===== src/rtl/hkspi_master.sv =====
// Housekeeping-SPI initiator: parallel register read/write requests become
// mode-0 SPI streams (command, address, N data bytes) timed by CLKDIV.
module hkspi_master #(
  parameter int CLKDIV = 2
) (
  input  logic       clock,
  input  logic       reset,
  input  logic       cmd_valid,
  output logic       cmd_ready,
  input  logic       cmd_write,
  input  logic [7:0] cmd_addr,
  input  logic [3:0] cmd_nbytes,
  input  logic [7:0] wr_data,
  input  logic       wr_valid,
  output logic       wr_ready,
  output logic [7:0] rd_data,
  output logic       rd_valid,
  output logic       done,
  output logic       busy,
  output logic       csb,
  output logic       sck,
  output logic       sdo,
  input  logic       sdi
);

  localparam int DW = $clog2(CLKDIV) + 1;
  localparam logic [DW-1:0] DLAST = DW'(CLKDIV - 1);
  localparam logic [DW-1:0] DSET  = DW'(CLKDIV);
  localparam logic [DW-1:0] GLAST = DW'(2 * CLKDIV - 2);

  typedef enum logic [2:0] {
    S_IDLE,
    S_SETUP,
    S_CMD,
    S_ADDR,
    S_DATA,
    S_WSTALL,
    S_HOLD,
    S_GAP
  } state_t;

  state_t        state;
  logic [DW-1:0] div;
  logic [2:0]    bitcnt;
  logic [4:0]    bytecnt;
  logic [7:0]    sh;
  logic [7:0]    rx;
  logic [7:0]    addr_q;
  logic          wmode;
  logic          rd_pend;

  always_ff @(posedge clock or posedge reset) begin
    if (reset) begin
      state     <= S_IDLE;
      div       <= '0;
      bitcnt    <= '0;
      bytecnt   <= '0;
      sh        <= '0;
      rx        <= '0;
      addr_q    <= '0;
      wmode     <= 1'b0;
      rd_pend   <= 1'b0;
      cmd_ready <= 1'b1;
      wr_ready  <= 1'b0;
      rd_data   <= '0;
      rd_valid  <= 1'b0;
      done      <= 1'b0;
      busy      <= 1'b0;
      csb       <= 1'b1;
      sck       <= 1'b0;
      sdo       <= 1'b0;
    end else begin
      wr_ready <= 1'b0;
      done     <= 1'b0;
      rd_valid <= 1'b0;
      // received byte surfaces one cycle after its last sample
      if (rd_pend) begin
        rd_pend  <= 1'b0;
        rd_valid <= 1'b1;
        rd_data  <= rx;
      end
      unique case (state)
        S_IDLE: begin
          if (cmd_valid) begin
            cmd_ready <= 1'b0;
            busy      <= 1'b1;
            csb       <= 1'b0;
            wmode     <= cmd_write;
            addr_q    <= cmd_addr;
            bytecnt   <= (cmd_nbytes == 4'd0) ? 5'd16
                                              : {1'b0, cmd_nbytes};
            sh        <= cmd_write ? 8'h80 : 8'h40;
            div       <= '0;
            bitcnt    <= '0;
            state     <= S_SETUP;
          end
        end
        S_SETUP: begin
          if (div == DSET) begin
            div   <= '0;
            sdo   <= sh[7];
            sh    <= {sh[6:0], 1'b0};
            state <= S_CMD;
          end else begin
            div <= div + DW'(1);
          end
        end
        S_CMD, S_ADDR, S_DATA: begin
          if (!sck) begin
            if (div == DLAST) begin
              sck <= 1'b1;
              div <= '0;
            end else begin
              div <= div + DW'(1);
            end
          end else begin
            if (div == '0) begin
              rx <= {rx[6:0], sdi};
              if (state == S_DATA && !wmode && bitcnt == 3'd7)
                rd_pend <= 1'b1;
            end
            if (div == DLAST) begin
              sck    <= 1'b0;
              div    <= '0;
              bitcnt <= bitcnt + 3'd1;
              if (bitcnt != 3'd7) begin
                sdo <= sh[7];
                sh  <= {sh[6:0], 1'b0};
              end else begin
                if (state == S_DATA)
                  bytecnt <= bytecnt - 5'd1;
                unique case (1'b1)
                  (state == S_CMD): begin
                    sdo   <= addr_q[7];
                    sh    <= {addr_q[6:0], 1'b0};
                    state <= S_ADDR;
                  end
                  (state == S_DATA && bytecnt == 5'd1): begin
                    sdo   <= 1'b0;
                    state <= S_HOLD;
                  end
                  default: begin
                    if (!wmode) begin
                      sdo   <= 1'b0;
                      sh    <= '0;
                      state <= S_DATA;
                    end else if (wr_valid) begin
                      wr_ready <= 1'b1;
                      sdo      <= wr_data[7];
                      sh       <= {wr_data[6:0], 1'b0};
                      state    <= S_DATA;
                    end else begin
                      state <= S_WSTALL;
                    end
                  end
                endcase
              end
            end else begin
              div <= div + DW'(1);
            end
          end
        end
        S_WSTALL: begin
          if (wr_valid) begin
            wr_ready <= 1'b1;
            sdo      <= wr_data[7];
            sh       <= {wr_data[6:0], 1'b0};
            div      <= '0;
            state    <= S_DATA;
          end
        end
        S_HOLD: begin
          if (div == DLAST) begin
            csb   <= 1'b1;
            done  <= 1'b1;
            div   <= '0;
            state <= S_GAP;
          end else begin
            div <= div + DW'(1);
          end
        end
        S_GAP: begin
          // the IDLE cycle completes the csb-high gap
          if (div == GLAST) begin
            cmd_ready <= 1'b1;
            busy      <= 1'b0;
            div       <= '0;
            state     <= S_IDLE;
          end else begin
            div <= div + DW'(1);
          end
        end
        default: state <= S_IDLE;
      endcase
    end
  end

endmodule


===== config.mk =====
export PLATFORM = sky130hd
export DESIGN_NAME = hkspi_master
export DESIGN_NICKNAME = d
export VERILOG_FILES = /design/src/rtl/hkspi_master.sv
export SDC_FILE = /design/constraint.sdc
export NUM_CORES = 1
export LEC_CHECK = 0
export ABC_CLOCK_PERIOD_IN_PS = 4800
export CAP_MARGIN = 20
export CORE_MARGIN = 2
export CORE_UTILIZATION = 58
export CTS_CLUSTER_DIAMETER = 100
export CTS_CLUSTER_SIZE = 8
export DETAILED_ROUTE_END_ITERATION = 16
export HOLD_SLACK_MARGIN = 0.05
export PLACE_DENSITY = 0.94
export SLEW_MARGIN = 5
export SYNTH_ARGS = -nofsm -noshare
export SYNTH_HDL_FRONTEND = slang
export SYNTH_SLANG_ARGS = --single-unit

===== constraint.sdc =====
create_clock -name clock -period 4.8 [get_ports clock]
set_input_delay 0.72 -clock clock [delete_from_list [all_inputs] [get_ports clock]]
set_output_delay 0.72 -clock clock [all_outputs]
set_load 0.02 [all_outputs]

### Word-level counts from Yosys, hierarchy flattened

Cells that the tools add are included.

* register bits: 55
* bits in latches: 0
* bits in writable memories: 0
* ROM bits: 0
* input port bits: 26
* output and inout bits: 16
* memories kept: 0

* add/sub/neg operators: 3
* $mul: 0
* div/mod/pow operators: 0
* magnitude comparators: 0
* equal/unequal tests: 22
* shift-type cells: 0
* multiplexer cells: 70
* bitwise operators: 0
* reduce and logical (&&, ||, !) cells: 26

Operators by type and width (number)
* $mux 8: 8
* $mux 3: 11
* $pmux 8 s4: 1
* $mux 5: 6
* $mux 1: 28
* $ne 2x2->1 const B: 9
* $pmux 3 s6: 1
* $pmux 8 s2: 1
* $eq 3x3->1 const B: 5
* $pmux 3 s2: 2
* $reduce_and 6->1: 2
* $pmux 1 s2: 5
* $pmux 5 s2: 1
* $reduce_and 3->1: 3
* $mux 2: 4
* $pmux 2 s4: 1
* $reduce_and 4->1: 2
* $reduce_and 8->1: 1
* $eq 3x2->1 const B: 2
* $ne 3x3->1 const B: 2
* $reduce_bool 2->1: 3
* $eq 5x1->1 const B: 1
* $sub 5x1->5 const B: 1
* $logic_not 4->1: 1
* 16 further kinds: 20

### Logic depth before layout (Yosys ltp)

* depth in word-level cells: 8
* mapped depth: 8

### Least setup slack after synthesis

OpenSTA, ideal clock, no wires.

* path type: register to register
* start: register bitcnt[0]
* end: register sh[0]
* library setup time: 117 ps
* arrival: 1775 ps
* data required time: 4683 ps
* slack: 2908 ps
* stages on the path, launching flop included: 9
* buffers on the path: 1
* period minus slack after synthesis: 1892 ps
* cell sequence: dfrtp_1 ha_1 ha_1 nand4bb_1 nor2_1 a211o_1 buf_6 a21o_4 and2_4

* word-level cells in the longest chain between the ends: 5

Ends and longest elaborated chain
* start: declaration: line 44 `logic [2:0] bitcnt;`
* start signal: assignment: line 125 `bitcnt <= bitcnt + 3'd1;`
* $ne 3x3->1 (*): line 126 `if (bitcnt != 3'd7) begin`
* $mux 8: line 126
* $mux 8: line 122 `if (div == DLAST) begin`
* $mux 8: line 109 `if (!sck) begin`
* $pmux 8 s4: line 82 `unique case (state)`
* end signal: assignment: line 92 `sh <= cmd_write ? 8'h80 : 8'h40;`
* end signal: assignment: line 128 `sh <= {sh[6:0], 1'b0};`
* end signal: assignment: line 135 `sh <= {addr_q[6:0], 1'b0};`
* end: declaration: line 46 `logic [7:0] sh;`

Mark *: on every way between the ends. The rest lies on a longest branch, timed or not. The select of a mux whose other input is x is not followed.
A chain may end at the register's enable or synchronous reset.

### Final worst setup path

* start: register bitcnt[0]
* end: register sh[4]

The elaborated chain is that of the path after synthesis.

==> impl_metrics.env <==
export IMPL_status="complete, no violations"
export IMPL_cts_tree="built"
export IMPL_static_leakage_power_nw=1.45
export IMPL_number_of_global_route_vias_before_repair=2076
export IMPL_avgViaCountPerCell=5.98
export IMPL_insertedDiodeCount=0
export IMPL_critical_path_n_buffers_inverters=0
export IMPL_crit_slowest_cell="dfrtp_1"
export IMPL_numPortBuffers=41
export IMPL_yosys_most_used_dff="dfrtp_1"
export IMPL_timing_critical_path_mode_cell="ha_1"
export IMPL_cp_end_kind="flip-flop"
export IMPL_post_cts_buffers=0
export IMPL_crit_chain="ha_1 -> ha_1 -> nand4bb_1 -> nor2_1 -> a211o_1 -> a21o_4 -> o2bb2ai_1"
export IMPL_vdd_ir_drop_worst_v=0.000276
export IMPL_initialDrtViolationCount=261
export IMPL_grt_antenna_before_repair=0
export IMPL_tritoncts_num_buffers=5
export IMPL_core_region_area_um2=4720
export IMPL_synth_edf_count=0
export IMPL_timing_max_slew_rel_slack_pct=50.3
export IMPL_yosys_top_cells_area="dfrtp_1, mux2_2, nand2_1"
export IMPL_grt_overflow_total=0
export IMPL_max_clock_path_buffers=2
export IMPL_worstPathArrival_ps=2520
export IMPL_synth_distinct_cells=61
export IMPL_post_drt_wl_per_cell_um=15.8
export IMPL_synthesis_nets=315
export IMPL_worst_min_delay_path_class="reg -> reg"
export IMPL_dieWidth_um=73.9
export IMPL_async_reset_ff_share_pct=100
export IMPL_drive_gt1_share_pct=12.3
export IMPL_fin_crit_sh_pct=48.5
export IMPL_place_congestion=0.888
export IMPL_synth_top_area_share_pct=46.8
export IMPL_cts_resized_gates=0
export IMPL_antenna_left=0
export IMPL_worst_ep_required_time_ps=5000
export IMPL_postLayoutSetupSlackWorst_ps=2470
export IMPL_avgSynthCellArea_um2=9.95
export IMPL_drv_slew=0
export IMPL_cell_taking_the_most_area_after_synthesis="dfrtp_1"
export IMPL_finalNetCount=346
export IMPL_holdBufCountCts=0
export IMPL_layout_filler_cells=331
export IMPL_num_rows=25
export IMPL_timing_worst_slew_pin_value_ps=746
export IMPL_tns_ps=0
export IMPL_total_via_count_after_detailed_routing=2295
export IMPL_post_dp_hpwl_mm=4.24
export IMPL_timing_fmax_mhz=430
export IMPL_detail_route_drc_violations=0
export IMPL_syn_inst=285
export IMPL_rsz0062_at_grt="false"
export IMPL_dpl_worst_slack_ps=2190
export IMPL_start_kind="flip-flop"
export IMPL_cts_sinks=55
export IMPL_grt_total_usage_pct=24.2
export IMPL_synthesis_area_um2=2840
export IMPL_detailedRoute_firstPassIterationCount=7
export IMPL_ys_ff_latch=55
export IMPL_area_growth_from_synthesis_to_layout_pct=17.7
export IMPL_grt_pass1_wl_mm=10.1
export IMPL_floorplan_die_area_um2=5460
export IMPL_htreeDepth=2
export IMPL_route_final_wire_length_mm=6.06
export IMPL_ctsRootBufferMaster="clkbuf_8"
export IMPL_ioPinCount=42
export IMPL_clock_pin_transition_on_the_worst_setup_and_hold_timing_paths_ps=100
export IMPL_path_class="reg -> reg"
export IMPL_clock_skew_ps=7.70
export IMPL_max_cap_viol_count=0
export IMPL_synth_yosys_seq_area_share_pct=48.6
export IMPL_setup_viol=0
export IMPL_power_density_nw_per_um2=457
export IMPL_worstSkewPairLatency_ps=320
export IMPL_initial_utilization_pct=60.0
export IMPL_chipHeight_um=73.9
export IMPL_ys_warn_count=0
export IMPL_timing_final_crit_period_ps=2330
export IMPL_grt_max_degree=36
export IMPL_hold_viol_final=0
export IMPL_critPathTopFamily="compound AO/OA/AOI/OAI gates"
export IMPL_cp_max_fo=15
export IMPL_worst_path_largest_cell_delay_ps=410
-- per-stage QoR --
step	instances	util (%)	power [mW]	area, um^2	hold slack, ps
2_1_floorplan	285	-	1.12	2840	352
3_3_place_gp	375	68.2	1.22	3220	454
3_5_place_dp	376	68.6	1.25	3240	452
4_1_cts	384	70.6	1.52	3340	469
5_1_grt	384	70.6	1.62	3340	490
6_report	384	70.6	1.53	3340	467
-- sequential cells by signal, summed over array words and instances (netlist names), 2 cells and up --
signal,flops
bitcnt,3
div,2
sh,8
rx,8
addr_q,8
rd_data,8
bytecnt,5
state,3
-- path summary, 6_finish.rpt --
| kind | slack, ps | depth (start not counted) | end | startpoint |
|---|---|---|---|---|
| worst max-delay path | 2470 | 7 | sh[4] | bitcnt[0] |
| worst min-delay path | 470 | 2 | cmd_ready | cmd_ready |
| worst max register to register | 2470 | 7 | sh[4] | bitcnt[0] |
| worst min register to register | 470 | 2 | cmd_ready | cmd_ready |
| max in group asynchronous | 3510 | 3 | state[0] | reset |
| min in group asynchronous | 760 | 2 | sh[3] | reset |
-- final cells by class --
cell class	count	area [um^2]	area share (%)
Tap cell	67	83.8	2.51
Multi-Input combinational cell	204	1320	39.4
Clock inverter	3	25.0	0.750
Sequential cell	55	1380	41.3
Inverter	7	26.3	0.788
Clock buffer	5	68.8	2.06
Timing Repair Buffer	43	438	13.1
-- synth_stat cells, types with 4 or more instances --
cell,count
dfrtp_1,53
nand2_1,45
mux2_2,19
nor2_1,18
o21ai_0,16
a21oi_1,13
buf_2,8
nand3_1,8
nor2b_1,8
inv_1,7
nor3_1,6
o22ai_1,6
o2bb2ai_1,6
a222oi_1,5
clkbuf_1,5
a31oi_1,4
buf_6,4
ha_1,4
-- layout by cell type, fill, tap and decap left out, types with 4 or more instances in the layout --
| master | synthesis | layout |
|---|---|---|
| o22ai_1 | 6 | 6 |
| nand3_1 | 8 | 8 |
| clkdlybuf4s50_1 | 0 | 41 |
| o2bb2ai_1 | 6 | 6 |
| a31oi_1 | 4 | 4 |
| nand2_1 | 45 | 45 |
| ha_1 | 4 | 4 |
| nor3_1 | 6 | 6 |
| nor2_1 | 18 | 18 |
| dfrtp_1 | 53 | 53 |
| a21oi_1 | 13 | 13 |
| nor2b_1 | 8 | 8 |
| o21ai_0 | 16 | 16 |
| mux2_2 | 19 | 19 |
| inv_1 | 7 | 6 |
| a222oi_1 | 5 | 5 |
| clkbuf_8 | 0 | 5 |
-- cell families after synthesis --
family / Yosys count / synth area share (%)
buffers and inverters: 26 / 4.99
xor gates and xnor gates: 1 / 0.309
DFF: 55 / 48.6
and+or+nand+nor: 107 / 18.4
adders and majority gates: 4 / 1.77
muxes: 20 / 7.90
AOI/OAI and AO/OA: 72 / 18.0
-- layer usage --
| metal | global-route usage [%] | vias to the layer above | share of wire [%] |
|---|---|---|---|
| li1 | - | 1085 | - |
| met1 | 34.7 | 1091 | 42 |
| met2 | 38.2 | 114 | 50 |
| met3 | 5.21 | 5 | 7.3 |
| met4 | 5.66 | 0 | 0.89 |
| met5 | 0 | - | 0 |
-- report_power, final --
group | internal [mW] | switching (mW) | total (mW)
clock | 0.107 | 0.162 | 0.269
sequential | 0.567 | 0.115 | 0.682
combinational | 0.261 | 0.312 | 0.574
-- tightest hold or removal path, delay by kind of cell, from the launching register on --
kind             cells  cell delay, ps
flip-flops           1             380
AND/OR/NAND/NOR      2             100
No activity file was read; power rests on OpenSTA's default activity.
